## src/rtl/tick_sched_pkg.sv

```systemverilog
// tick_sched_pkg: shared state encoding and sizing helpers for the tick scheduler.
package tick_sched_pkg;
   typedef enum logic [1:0] {IDLE, ALIGN, RUN} state_e;
   localparam int CW_DEF = 24;
   function automatic int ch_w(input int n);
      return (n > 1) ? $clog2(n) : 1;
   endfunction
endpackage

```

## src/rtl/tick_sched_chan.sv

```systemverilog
// tick_sched_chan: one tick channel; a shadow period is promoted only at terminal count,
// so reprogramming never shortens the period already in flight.
module tick_sched_chan
   import tick_sched_pkg::*;
#(
   parameter int CW = CW_DEF
) (
   input  logic          clk,
   input  logic          rst_n,
   input  logic          clr,
   input  logic          aln,
   input  logic          syn,
   input  logic          run,
   input  logic          wr_idle,
   input  logic          wr_run,
   input  logic [CW-1:0] cfg_div,
   output logic          tick,
   output logic          sq
);
   logic [CW-1:0] cnt_q, cnt_d, act_q, act_d, sh_q, sh_d, div;
   logic          pend_q, pend_d, sq_q, sq_d, tc;

   function automatic logic [CW-1:0] less1(input logic [CW-1:0] x);
      return (x == '0) ? '0 : x - CW'(1);
   endfunction

   assign div  = pend_q ? sh_q : act_q;
   assign tc   = cnt_q == '0;
   assign tick = run & ~syn & (act_q != '0) & tc;
   assign sq   = sq_q;

   always_comb begin
      cnt_d  = cnt_q;
      act_d  = act_q;
      sh_d   = sh_q;
      pend_d = pend_q;
      sq_d   = sq_q;
      if (clr) begin
         cnt_d  = '0;
         act_d  = div;
         pend_d = 1'b0;
         sq_d   = 1'b0;
      end else if (aln) begin
         cnt_d = less1(act_q);
         sq_d  = 1'b0;
      end else if (syn) begin
         cnt_d  = less1(div);
         act_d  = div;
         pend_d = 1'b0;
         sq_d   = 1'b0;
      end else if (run) begin
         cnt_d  = tc ? less1(div) : cnt_q - CW'(1);
         act_d  = tc ? div : act_q;
         pend_d = tc ? 1'b0 : pend_q;
         sq_d   = sq_q ^ tick;
      end
      // a write lands after any same-cycle reload, so the reload sees pre-write values
      if (wr_idle) begin
         act_d  = cfg_div;
         pend_d = 1'b0;
      end
      if (wr_run) begin
         sh_d   = cfg_div;
         pend_d = 1'b1;
      end
   end

   always_ff @(posedge clk or negedge rst_n) begin
      if (!rst_n) begin
         cnt_q  <= '0;
         act_q  <= '0;
         sh_q   <= '0;
         pend_q <= 1'b0;
         sq_q   <= 1'b0;
      end else begin
         cnt_q  <= cnt_d;
         act_q  <= act_d;
         sh_q   <= sh_d;
         pend_q <= pend_d;
         sq_q   <= sq_d;
      end
   end
endmodule

```

## src/rtl/tick_scheduler.sv

```systemverilog
// tick_scheduler: multi-channel clock-enable scheduler; shared IDLE/ALIGN/RUN control
// plus config decode driving one tick_sched_chan per channel.
module tick_scheduler
   import tick_sched_pkg::*;
#(
   parameter int NCH = 4,
   parameter int CW  = CW_DEF
) (
   input  logic                   clk,
   input  logic                   rst_n,
   input  logic                   start,
   input  logic                   stop,
   input  logic                   sync,
   input  logic                   cfg_valid,
   output logic                   cfg_ready,
   input  logic [ch_w(NCH)-1:0]   cfg_ch,
   input  logic [CW-1:0]          cfg_div,
   output logic [NCH-1:0]         tick,
   output logic [NCH-1:0]         sq,
   output logic                   running
);
   localparam int CHW = ch_w(NCH);
   state_e state_q, state_d;
   logic   running_q, cfg_ready_q, is_idle, is_run, acc, aln, syn;

   assign is_idle   = state_q == IDLE;
   assign is_run    = state_q == RUN;
   assign acc       = cfg_valid & cfg_ready_q;
   assign aln       = ~stop & (state_q == ALIGN);
   assign syn       = ~stop & is_run & sync;
   assign running   = running_q;
   assign cfg_ready = cfg_ready_q;

   always_comb state_d = stop ? IDLE : (is_idle && start) ? ALIGN : (state_q == ALIGN) ? RUN : state_q;

   always_ff @(posedge clk or negedge rst_n) begin
      if (!rst_n) begin
         state_q     <= IDLE;
         running_q   <= 1'b0;
         cfg_ready_q <= 1'b1;
      end else begin
         state_q     <= state_d;
         running_q   <= state_d == RUN;
         cfg_ready_q <= state_d != ALIGN;
      end
   end

   for (genvar i = 0; i < NCH; i++) begin : g_ch
      tick_sched_chan #(.CW(CW)) u_chan (
         .clk     (clk),
         .rst_n   (rst_n),
         .clr     (stop),
         .aln     (aln),
         .syn     (syn),
         .run     (is_run),
         .wr_idle (acc && is_idle && cfg_ch == CHW'(i)),
         .wr_run  (acc && is_run && cfg_ch == CHW'(i)),
         .cfg_div (cfg_div),
         .tick    (tick[i]),
         .sq      (sq[i])
      );
   end
endmodule

```

## config.mk

```make
export PLATFORM = sky130hd
export DESIGN_NAME = tick_scheduler
export DESIGN_NICKNAME = d
export VERILOG_FILES = /design/src/rtl/tick_sched_pkg.sv /design/src/rtl/tick_sched_chan.sv /design/src/rtl/tick_scheduler.sv
export SDC_FILE = /design/constraint.sdc
export NUM_CORES = 1
export LEC_CHECK = 0
export ABC_AREA = 1
export CORE_ASPECT_RATIO = 1.4
export CORE_UTILIZATION = 35
export DETAILED_ROUTE_END_ITERATION = 8
export GPL_TIMING_DRIVEN = 0
export PLACE_DENSITY_LB_ADDON = 0.3
export SLEW_MARGIN = 20
export SYNTH_ARGS = -nofsm -noshare
export SYNTH_HDL_FRONTEND = slang
export SYNTH_SLANG_ARGS = --single-unit
```

## constraint.sdc

```tcl
create_clock -name clk -period 4.8 [get_ports clk]
set_input_delay 0.48 -clock clk [delete_from_list [all_inputs] [get_ports clk]]
set_output_delay 0.48 -clock clk [all_outputs]
set_load 0.02 [all_outputs]
```

==> results of run 1 <==
==> Yosys cell counts, types with 2 or more instances <==
cell         n
xor2_1     111
xnor2_1     14
nor2_1     398
o31ai_1      2
o21ai_2      3
clkbuf_1    70
buf_6       23
o211ai_1    94
buf_2       31
a31oi_1      8
a21o_1       2
nand3_1    330
nor3_2       4
a31o_2       3
or2_2        4
ha_1        24
nand3_2      3
o21ai_0    355
a21oi_1     85
o21ai_1     51
nand3_4      2
nor3b_1      2
dfrtp_1    299
inv_2       20
o211ai_2     2
buf_1        6
clkinv_1     3
nor2_2      39
nand3b_1     6
nor2_4       7
nand4_1     40
nand2_2     41
nand2_4      2
nand2_1   1144
nor4_1      12
a22oi_2      3
nor3_1      29
inv_1      348
o21bai_1    22
inv_4        3
buf_4       24
==> state kept, by name (all words and copies together), names as in the netlist <==
signal,flops
state_q,2
g_ch.u_chan.act_q,96
cfg_ready,1
g_ch.u_chan.sh_q,96
g_ch.u_chan.cnt_q,96
g_ch.u_chan.pend_q,4
running,1
g_ch.u_chan.sq,4
==> metrics by stage <==
stage               power [mW]  cell area, um2  setup TNS (ns)
floorplan                11.63           23490               0
global placement         14.60           24970        -3241.88
detailed placement       14.60           25080               0
CTS                      17.60           26310               0
global route             19.22           26310               0
finish                   17.85           26310               0
==> layer usage <==
metal,up-vias,global-route usage [%],part of all wire [%]
met5,-,0,0.0077
met4,2,28.07,11
met3,417,4.525,6.7
met2,1032,50.28,46
met1,11690,33.59,37
li1,12070,-,-
==> where the power goes <==
group / switching, mW / leakage, nW / total, mW / internal (mW)
Combinational: 7.06 / 8.45 / 10.4 / 3.29
Clock: 1.21 / 0.585 / 2.94 / 1.74
Sequential: 1.06 / 3.91 / 4.56 / 3.49
==> logic make-up (layout without fill, tap and decap cells) <==
group / after synthesis / in the layout / share of synthesized area (%)
simple gates: 2066 / 2066 / 37.17
xor+xnor: 125 / 125 / 4.661
buf+inv: 529 / 635 / 9.817
compound gates: 633 / 633 / 15.11
flops: 300 / 300 / 31.97
fa+ha+maj: 24 / 24 / 1.278
==> worst paths after layout <==
check	startpoint	endpoint	cells after the start
min in group clk	g_ch[2].u_chan.sq	g_ch[2].u_chan.sq	1
min	rst_n	g_ch[0].u_chan.cnt_q[19]	2
max in group asynchronous	rst_n	g_ch[2].u_chan.sh_q[0]	4
max reg2reg	state_q[0]	g_ch[3].u_chan.cnt_q[19]	9
max	stop	tick[2]	9
min reg2reg	g_ch[2].u_chan.sq	g_ch[2].u_chan.sq	1
==> critical path: stages <==
cell and delay (ns):
clkdlybuf4s50_1 0.86, inv_1 0.25, nand3_4 0.28, nand2_1 0.12, inv_1 0.41, nand2_1 0.14
nor3_1 0.49, buf_4 0.20, clkdlybuf4s50_1 0.60
==> cell type report <==
class,instances,share of cell area (%)
plain buffers,155,3.401
clock buffers,45,3.786
clock inverters,15,0.8275
inverters,374,5.365
multi-input cells,2848,51.98
flip-flops and latches,300,28.54
well taps,855,4.066
repair buffers,46,2.036
==> reports/results.txt, run 1 <==
Status - complete, no violations
Num CTS Buffers - 35
Vias in the first global route - 24790
Cell taking the most area after synthesis - dfrtp_1
Drt pass-1 iters - 6
Fill cells - 7203
Die width - 220.9 um
Crit path required time - 4.32 ns
Vias per inst - 5.435
Final hold violation count - 0
Dpl cells - 4577
Maximum buffer depth of the clock tree - 3
Crit. End Element - output pin
Tightest Pin Transition - 1.257 ns
Initial DRC count - 2170
Total Nets Final - 3816
Layout cells sized above 1 - 7.375%
Power per standard cell area - 678.6 mW/mm2
Place WS - 0.5064 ns
Remaining DRCs - 0
CTS H-tree depth - 2
Hold Path Class - in -> async
Post-route ant nets - 0
VDD IR-drop max - 0.0002496 V
TritonCTS clock tree - yes
Post-CTS Repair Setup Buffers - 0
Post-synth top area share - 31.85%
GPL Wtd Cong - 1.038
Worst skew pair latency - 0.56 ns
Syn_area_per_cell - 6.388 um2
Area growth from synthesis to layout - 12.00%
Cells after Synth - 3677
Relative slew margins - 16.18%
Cell Area, Synth - 0.02349 mm2
GRT Util Overall - 30.28%
Clock Sinks - 300
Sequential share of the synthesized area - 31.97%
Buffers on Ports - 41
Mapped Nets - 3733
Worst R2R Setup Slack - 1.56 ns
Worst setup margin - 0.4865 ns
Crit path kind - in -> out
Async SR Flop Fraction - 100.0%
Drt total wl - 104.0 mm
Dpl hpwl - 81.96 mm
Tcrit/Tclk final - 89.87%
Inserted Diodes - 0
Final Setup Violations - 0
Largest cells by area after synthesis - dfrtp_1 (32%), nand2_1 (18%), o21ai_0 (7.6%), nand3_1 (7.0%), nor2_1 (6.4%)
Core Area - 0.06656 mm2
First-pass GRT wire length - 153.6 mm
Via Count - 25210
Dominant synthesized flop cell - dfrtp_1
Grt ovf - 0
Storage element area - 0.007508 mm2
Initial antenna violation count - 1
Tmin final - 4.314 ns
Worst-case hold slack - 0.4204 ns
Non-filler cells, final - 4638
Worst EP arrival - 3.83 ns
Crit path max fanout - 8
Multi-input gate area - 0.01367 mm2
Clock skew - 0.01768 ns
Pleak - 12.94 nW
DR WL/cell - 22.43 um
CTS hold repair buffers - 1
Initial Util - 35.29%
Commonest cells after routing, fill and taps aside - nand2_1 (1144), nor2_1 (398), o21ai_0 (355)
Unrepaired setup endpoints after global routing - no
Row cnt - 112
Max-slew violation total from the final report - 0
Die height - 308.5 um
Unique masters post-synth - 49
Most common cell after layout, fill and taps aside - nand2_1
IO Pins - 42
Post-synth EDFFs - 0
Root Buffer - clkbuf_16
Yosys warning total - 0
Highest Clock Rate - 0.2318 GHz
Worst Setup Start Kind - input pin
CTS clk-pin slew, worst paths - 0.06 ns
Post_cts resized - 0
Largest net degree at the start of global routing - 88
Max Cap Viol - 0
Core Util, Final - 39.52%
Die area - 0.06817 mm2
Synth Register Bits - 300
Note: power is estimated with default switching activity, not from simulation.
==> run 2, diff against run 1 <==
--- a/config.mk
+++ b/config.mk
@@ -8,8 +8,9 @@
 export ABC_AREA = 1
 export CORE_ASPECT_RATIO = 1.4
 export CORE_UTILIZATION = 35
+export CTS_CLUSTER_SIZE = 10
 export DETAILED_ROUTE_END_ITERATION = 8
-export GPL_TIMING_DRIVEN = 0
+export GPL_TIMING_DRIVEN = 1
 export PLACE_DENSITY_LB_ADDON = 0.3
 export SLEW_MARGIN = 20
 export SYNTH_ARGS = -nofsm -noshare
==> constraint.sdc (replaced) <==
create_clock -name clk -period 4.39 [get_ports clk]
set_input_delay 0.439 -clock clk [delete_from_list [all_inputs] [get_ports clk]]
set_output_delay 0.439 -clock clk [all_outputs]
set_load 0.02 [all_outputs]
==> run 2 against run 1 <==
Die area did not move. Worst hold slack improved by 0.045 ns. Global-route usage down 3.6 points. Cell count fell by 2.6%. Design area down 3.0%. Non-clock buffer count shrank 121. Critical endpoint is now tick[1]. Largest cell class unchanged. Highest routed layer unchanged.
==> reports/results.txt, run 2 (synthesis results as in run 1) <==
Status - complete, no violations
Worst R2R Setup Slack - 1.24 ns
Crit path kind - reg -> out
First-pass GRT wire length - 139.1 mm
Crit path max fanout - 5
Area growth from synthesis to layout - 8.619%
Buffers on Ports - 41
Root Buffer - clkbuf_16
Vias in the first global route - 23330
Initial Util - 35.29%
CTS hold repair buffers - 1
Post-route ant nets - 0
Most common cell after layout, fill and taps aside - nand2_1
Post-CTS Repair Setup Buffers - 0
Max Cap Viol - 0
DR WL/cell - 20.17 um
Combinational share of power - 58.0%
CTS clk-pin slew, worst paths - 0.06 ns
Reg2reg start - g_ch[0].u_chan.cnt_q[8]
Highest Clock Rate - 0.2771 GHz
Clk pwr share - 15.6%
Drt pass-1 iters - 5
Hold endpoint - g_ch[2].u_chan.sq
Max-slew violation total from the final report - 0
Critical hold path startpoint - g_ch[2].u_chan.sq
Unrepaired setup endpoints after global routing - no
Clock Sinks - 300
Worst EP arrival - 3.17 ns
Post-Route Setup TNS - 0 ns
Seq pwr share - 26.4%
Dpl hpwl - 67.61 mm
Reg2reg path depth - 10
Design area - 0.02551 mm2
Via Count - 24090
Remaining DRCs - 0
GRT Util Overall - 26.63%
DP Area - 0.02442 mm2
TritonCTS clock tree - yes
Layout cells sized above 1 - 6.146%
Met1 track demand over resource - 30.88%
Hold path depth - 1
Tmin final - 3.608 ns
Final hold violation count - 0
Pleak - 12.55 nW
Switch share - 52.35%
Die area - 0.06817 mm2
Worst skew pair latency - 0.56 ns
Place WS - 0.8482 ns
Clock skew - 0.02488 ns
Initial antenna violation count - 3
Total Nets Final - 3697
Maximum buffer depth of the clock tree - 3
Grt ovf - 0
Initial DRC count - 1849
Largest net degree at the start of global routing - 88
Met3 GRT Util - 2.725%
FF-to-FF End - g_ch[0].u_chan.cnt_q[13]
Worst Setup Start Kind - register
VDD IR-drop max - 0.0003731 V
Relative slew margins - 34.64%
Power per standard cell area - 738.0 mW/mm2
Final Setup Violations - 0
Row cnt - 112
GPL Wtd Cong - 0.9954
Hold Path Class - reg -> reg
Gr busiest metal - met2
Power Internal - 8.972 mW
Vias per inst - 5.333
Die height - 308.5 um
Num CTS Buffers - 37
Crit path required time - 3.95 ns
Core Area - 0.06656 mm2
Commonest cells after routing, fill and taps aside - nand2_1 (1144), nor2_1 (396), o21ai_0 (355)
Tightest Pin Transition - 0.9804 ns
Crit. End Element - output pin
Worst setup margin - 0.7815 ns
Drt total wl - 91.10 mm
Largest registers - g_ch.u_chan.act_q: 96 flops, g_ch.u_chan.cnt_q: 96 flops, g_ch.u_chan.sh_q: 96 flops
Sw Pwr - 9.857 mW
Met2 Use GR - 46.36%
IO Pins - 42
Fill cells - 7218
Tcrit/Tclk final - 82.20%
CTS H-tree depth - 2
Die width - 220.9 um
Post_cts resized - 0
[run 2: critical path: stages, from the launching register on]
cell	delay [ns]
dfrtp_1	0.43
nor2_1	0.20
nand3_1	0.10
nor2_1	0.25
nand3_1	0.32
nor3_1	0.58
clkdlybuf4s50_1	0.72
[run 2: stage by stage]
step	util (%)	power, mW	cells	hold WS (ns)
floorplan	-	12.71	3677	0.1434
global placement	36.69	15.69	4456	0.4531
detailed placement	36.69	15.72	4456	0.4665
CTS	38.33	18.74	4516	0.4757
global route	38.33	20.46	4516	0.4923
finish	38.33	18.83	4517	0.4651
[run 2: layout make-up]
type	count	area [um2]	share of cell area, %
clock buffers	56	1060	4.154
diodes	1	2.502	0.009808
clock inverters	3	18.77	0.07356
inverters	374	1411	5.532
well taps	855	1070	4.193
repair buffers	80	748.2	2.933
flip-flops and latches	300	7508	29.43
multi-input cells	2848	13690	53.68
[run 2: routing by layer]
metal	wire [um]	vias to the layer above
li1	-	11790
met1	35690	11230
met2	43950	803
met3	4490	263
met4	6955	4
met5	19	-
[run 2: worst max-delay path by stage]
stage | startpoint | end | cells past startpoint
after floorplan | g_ch[3].u_chan.pend_q | g_ch[3].u_chan.cnt_q[18] | 17
after CTS | g_ch[1].u_chan.cnt_q[14] | tick[1] | 6
final | g_ch[1].u_chan.cnt_q[14] | tick[1] | 6
after global routing | g_ch[1].u_chan.cnt_q[14] | tick[1] | 6
after global placement | stop | tick[3] | 8
after detailed placement | stop | tick[3] | 8
[run 2: power groups by stage]
| stage | logic, mW | registers, mW | clock network, mW |
|---|---|---|---|
| after CTS | 10.8 | 4.94 | 2.98 |
| final | 10.9 | 4.97 | 2.93 |
| after floorplan | 8.09 | 4.62 | 0 |
| after detailed placement | 10.8 | 4.97 | 0 |
| after global placement | 10.7 | 4.97 | 0 |
| after global routing | 12.3 | 5.12 | 3.06 |
==> run 3, diff against run 2 <==
==> constraint.sdc (replaced) <==
create_clock -name clk -period 3.4 [get_ports clk]
set_input_delay 0.34 -clock clk [delete_from_list [all_inputs] [get_ports clk]]
set_output_delay 0.34 -clock clk [all_outputs]
set_load 0.02 [all_outputs]
==> run 3 against run 2 <==
Critical path type unchanged. Clock-buffer cell count decreased by 9. Design area rose by 0.43%. Via count is 0.88% lower. Worst hold slack worse by 0.11 ns. Non-clock buffer count up 23.
==> reports/results.txt, run 3 (synthesis results as in run 1) <==
Worst skew pair latency - 0.57 ns
Drt total wl - 91.39 mm
CP bufs+invs - 1
Slowest CP cell - clkdlybuf4s50_1
Largest registers - g_ch.u_chan.act_q: 96 flops, g_ch.u_chan.cnt_q: 96 flops, g_ch.u_chan.sh_q: 96 flops
Tmin final - 3.268 ns
Sw Pwr - 12.70 mW
Pleak - 12.64 nW
Inserted Diodes - 0
Crit path required time - 3.06 ns
Kind of cell adding the most delay to the critical path - simple AND/OR/NAND/NOR gates
First-pass GRT wire length - 138.7 mm
Crit. End Element - output pin
Num CTS Buffers - 36
Area growth from synthesis to layout - 9.087%
TritonCTS clock tree - yes
Post-CTS Repair Setup Buffers - 0
Maximum buffer depth of the clock tree - 3
Critical path, cell by cell - nor2_1, nand3_1, nor2_1, nand3_1, nor3_2, clkdlybuf4s50_1
Status - complete, no violations
Vias in the first global route - 23320
Tightest Pin Transition - 0.9096 ns
CTS clk-pin slew, worst paths - 0.06 ns
Die height - 308.5 um
Tcrit/Tclk final - 96.13%
Die area - 0.06817 mm2
Highest Clock Rate - 0.3060 GHz
Dpl hpwl - 68.65 mm
Switch share - 52.53%
Max layer used - met5
Power Internal - 11.48 mW
Slowest stage delay, CP - 0.69 ns
Crit path max fanout - 5
Layout cells sized above 1 - 6.721%
Root Buffer - clkbuf_16
Die width - 220.9 um
Buffers on Ports - 41
Unrepaired setup endpoints after global routing - no
Relative slew margins - 39.36%
Clk pwr share - 14.8%
Worst EP arrival - 2.93 ns
CTS H-tree depth - 2
IO Pins - 42
Initial Util - 35.29%
Max-slew violation total from the final report - 0
Commonest cells after routing, fill and taps aside - nand2_1 (1144), nor2_1 (396), o21ai_0 (355)
GRT Util Overall - 26.76%
Hold Path Class - in -> async
Seq pwr share - 26.6%
Grt ovf - 0
Crit path kind - reg -> out
Met1 WL - 35.80 mm
Worst-case hold slack - 0.3594 ns
Non-filler cells, final - 4530
Clock skew - 0.02653 ns
Wire length on met3 - 4.332 mm
Drt pass-1 iters - 6
Max Cap Viol - 0
Final Power - 24.18 mW
Core Area - 0.06656 mm2
Initial antenna violation count - 1
Largest net degree at the start of global routing - 74
Total Nets Final - 3719
Initial DRC count - 1582
Final Setup Violations - 0
GPL Wtd Cong - 1.003
VDD IR-drop max - 0.0003672 V
DR WL/cell - 20.17 um
Place WS - 0.1866 ns
Post-route ant nets - 0
Via Count - 23880
Combinational share of power - 58.6%
Final hold violation count - 0
Worst Setup Start Kind - register
Row cnt - 112
Worst setup margin - 0.1317 ns
Dpl cells - 4479
Vias per inst - 5.271
Routed met2 length - 44.11 mm
Most common cell after layout, fill and taps aside - nand2_1
Remaining DRCs - 0
Clock Sinks - 300
Power per standard cell area - 943.7 mW/mm2
Post-Route Setup TNS - 0 ns
[run 3: area by class of cell]
type / count / area (um2)
multi-input cells: 2848 / 13710
clock inverters: 3 / 30.03
inverters: 374 / 1411
fillers: 7216 / 40940
repair buffers: 103 / 935.9
clock buffers: 47 / 962.2
flip-flops and latches: 300 / 7508
well taps: 855 / 1070
[run 3: path summary, 6_finish.rpt]
kind / from / end / slack, ns / depth (start not counted)
min: rst_n / g_ch[0].u_chan.cnt_q[19] / 0.36 / 2
max in group asynchronous: rst_n / g_ch[0].u_chan.act_q[15] / 2.14 / 3
max: g_ch[1].u_chan.cnt_q[14] / tick[1] / 0.13 / 6
min in group clk: g_ch[2].u_chan.sq / g_ch[2].u_chan.sq / 0.47 / 1
max reg2reg: g_ch[1].u_chan.cnt_q[14] / g_ch[1].u_chan.cnt_q[19] / 0.46 / 11
min reg2reg: g_ch[2].u_chan.sq / g_ch[2].u_chan.sq / 0.47 / 1
[run 3: per-stage QoR]
stage,area (um2),utilization [%]
after floorplan,23490,-
after global placement,24610,36.97
after detailed placement,24610,36.97
after CTS,25610,38.48
after global routing,25620,38.49
final,25620,38.49
[run 3: power by group through the flow]
stage / Clock (mW) / Combinational, mW / Sequential (mW)
after floorplan: 0 / 10.5 / 5.96
final: 3.58 / 14.2 / 6.44
after global placement: 0 / 13.9 / 6.43
after global routing: 3.77 / 15.9 / 6.61
after detailed placement: 0 / 14.0 / 6.43
after CTS: 3.67 / 14.0 / 6.40
[run 3: layer usage]
metal / track usage (%) / vias to the layer above
li1: - / 11850
met5: 0 / -
met3: 2.839 / 238
met1: 30.61 / 11070
met4: 19.17 / 2
met2: 46.75 / 717
[run 3: what timing repair did]
item	4_1_cts	5_1_grt
hold buffers	1	0
endpoints found under the setup margin	1	2
endpoints found under the hold margin	62	0
resized for setup	1	2
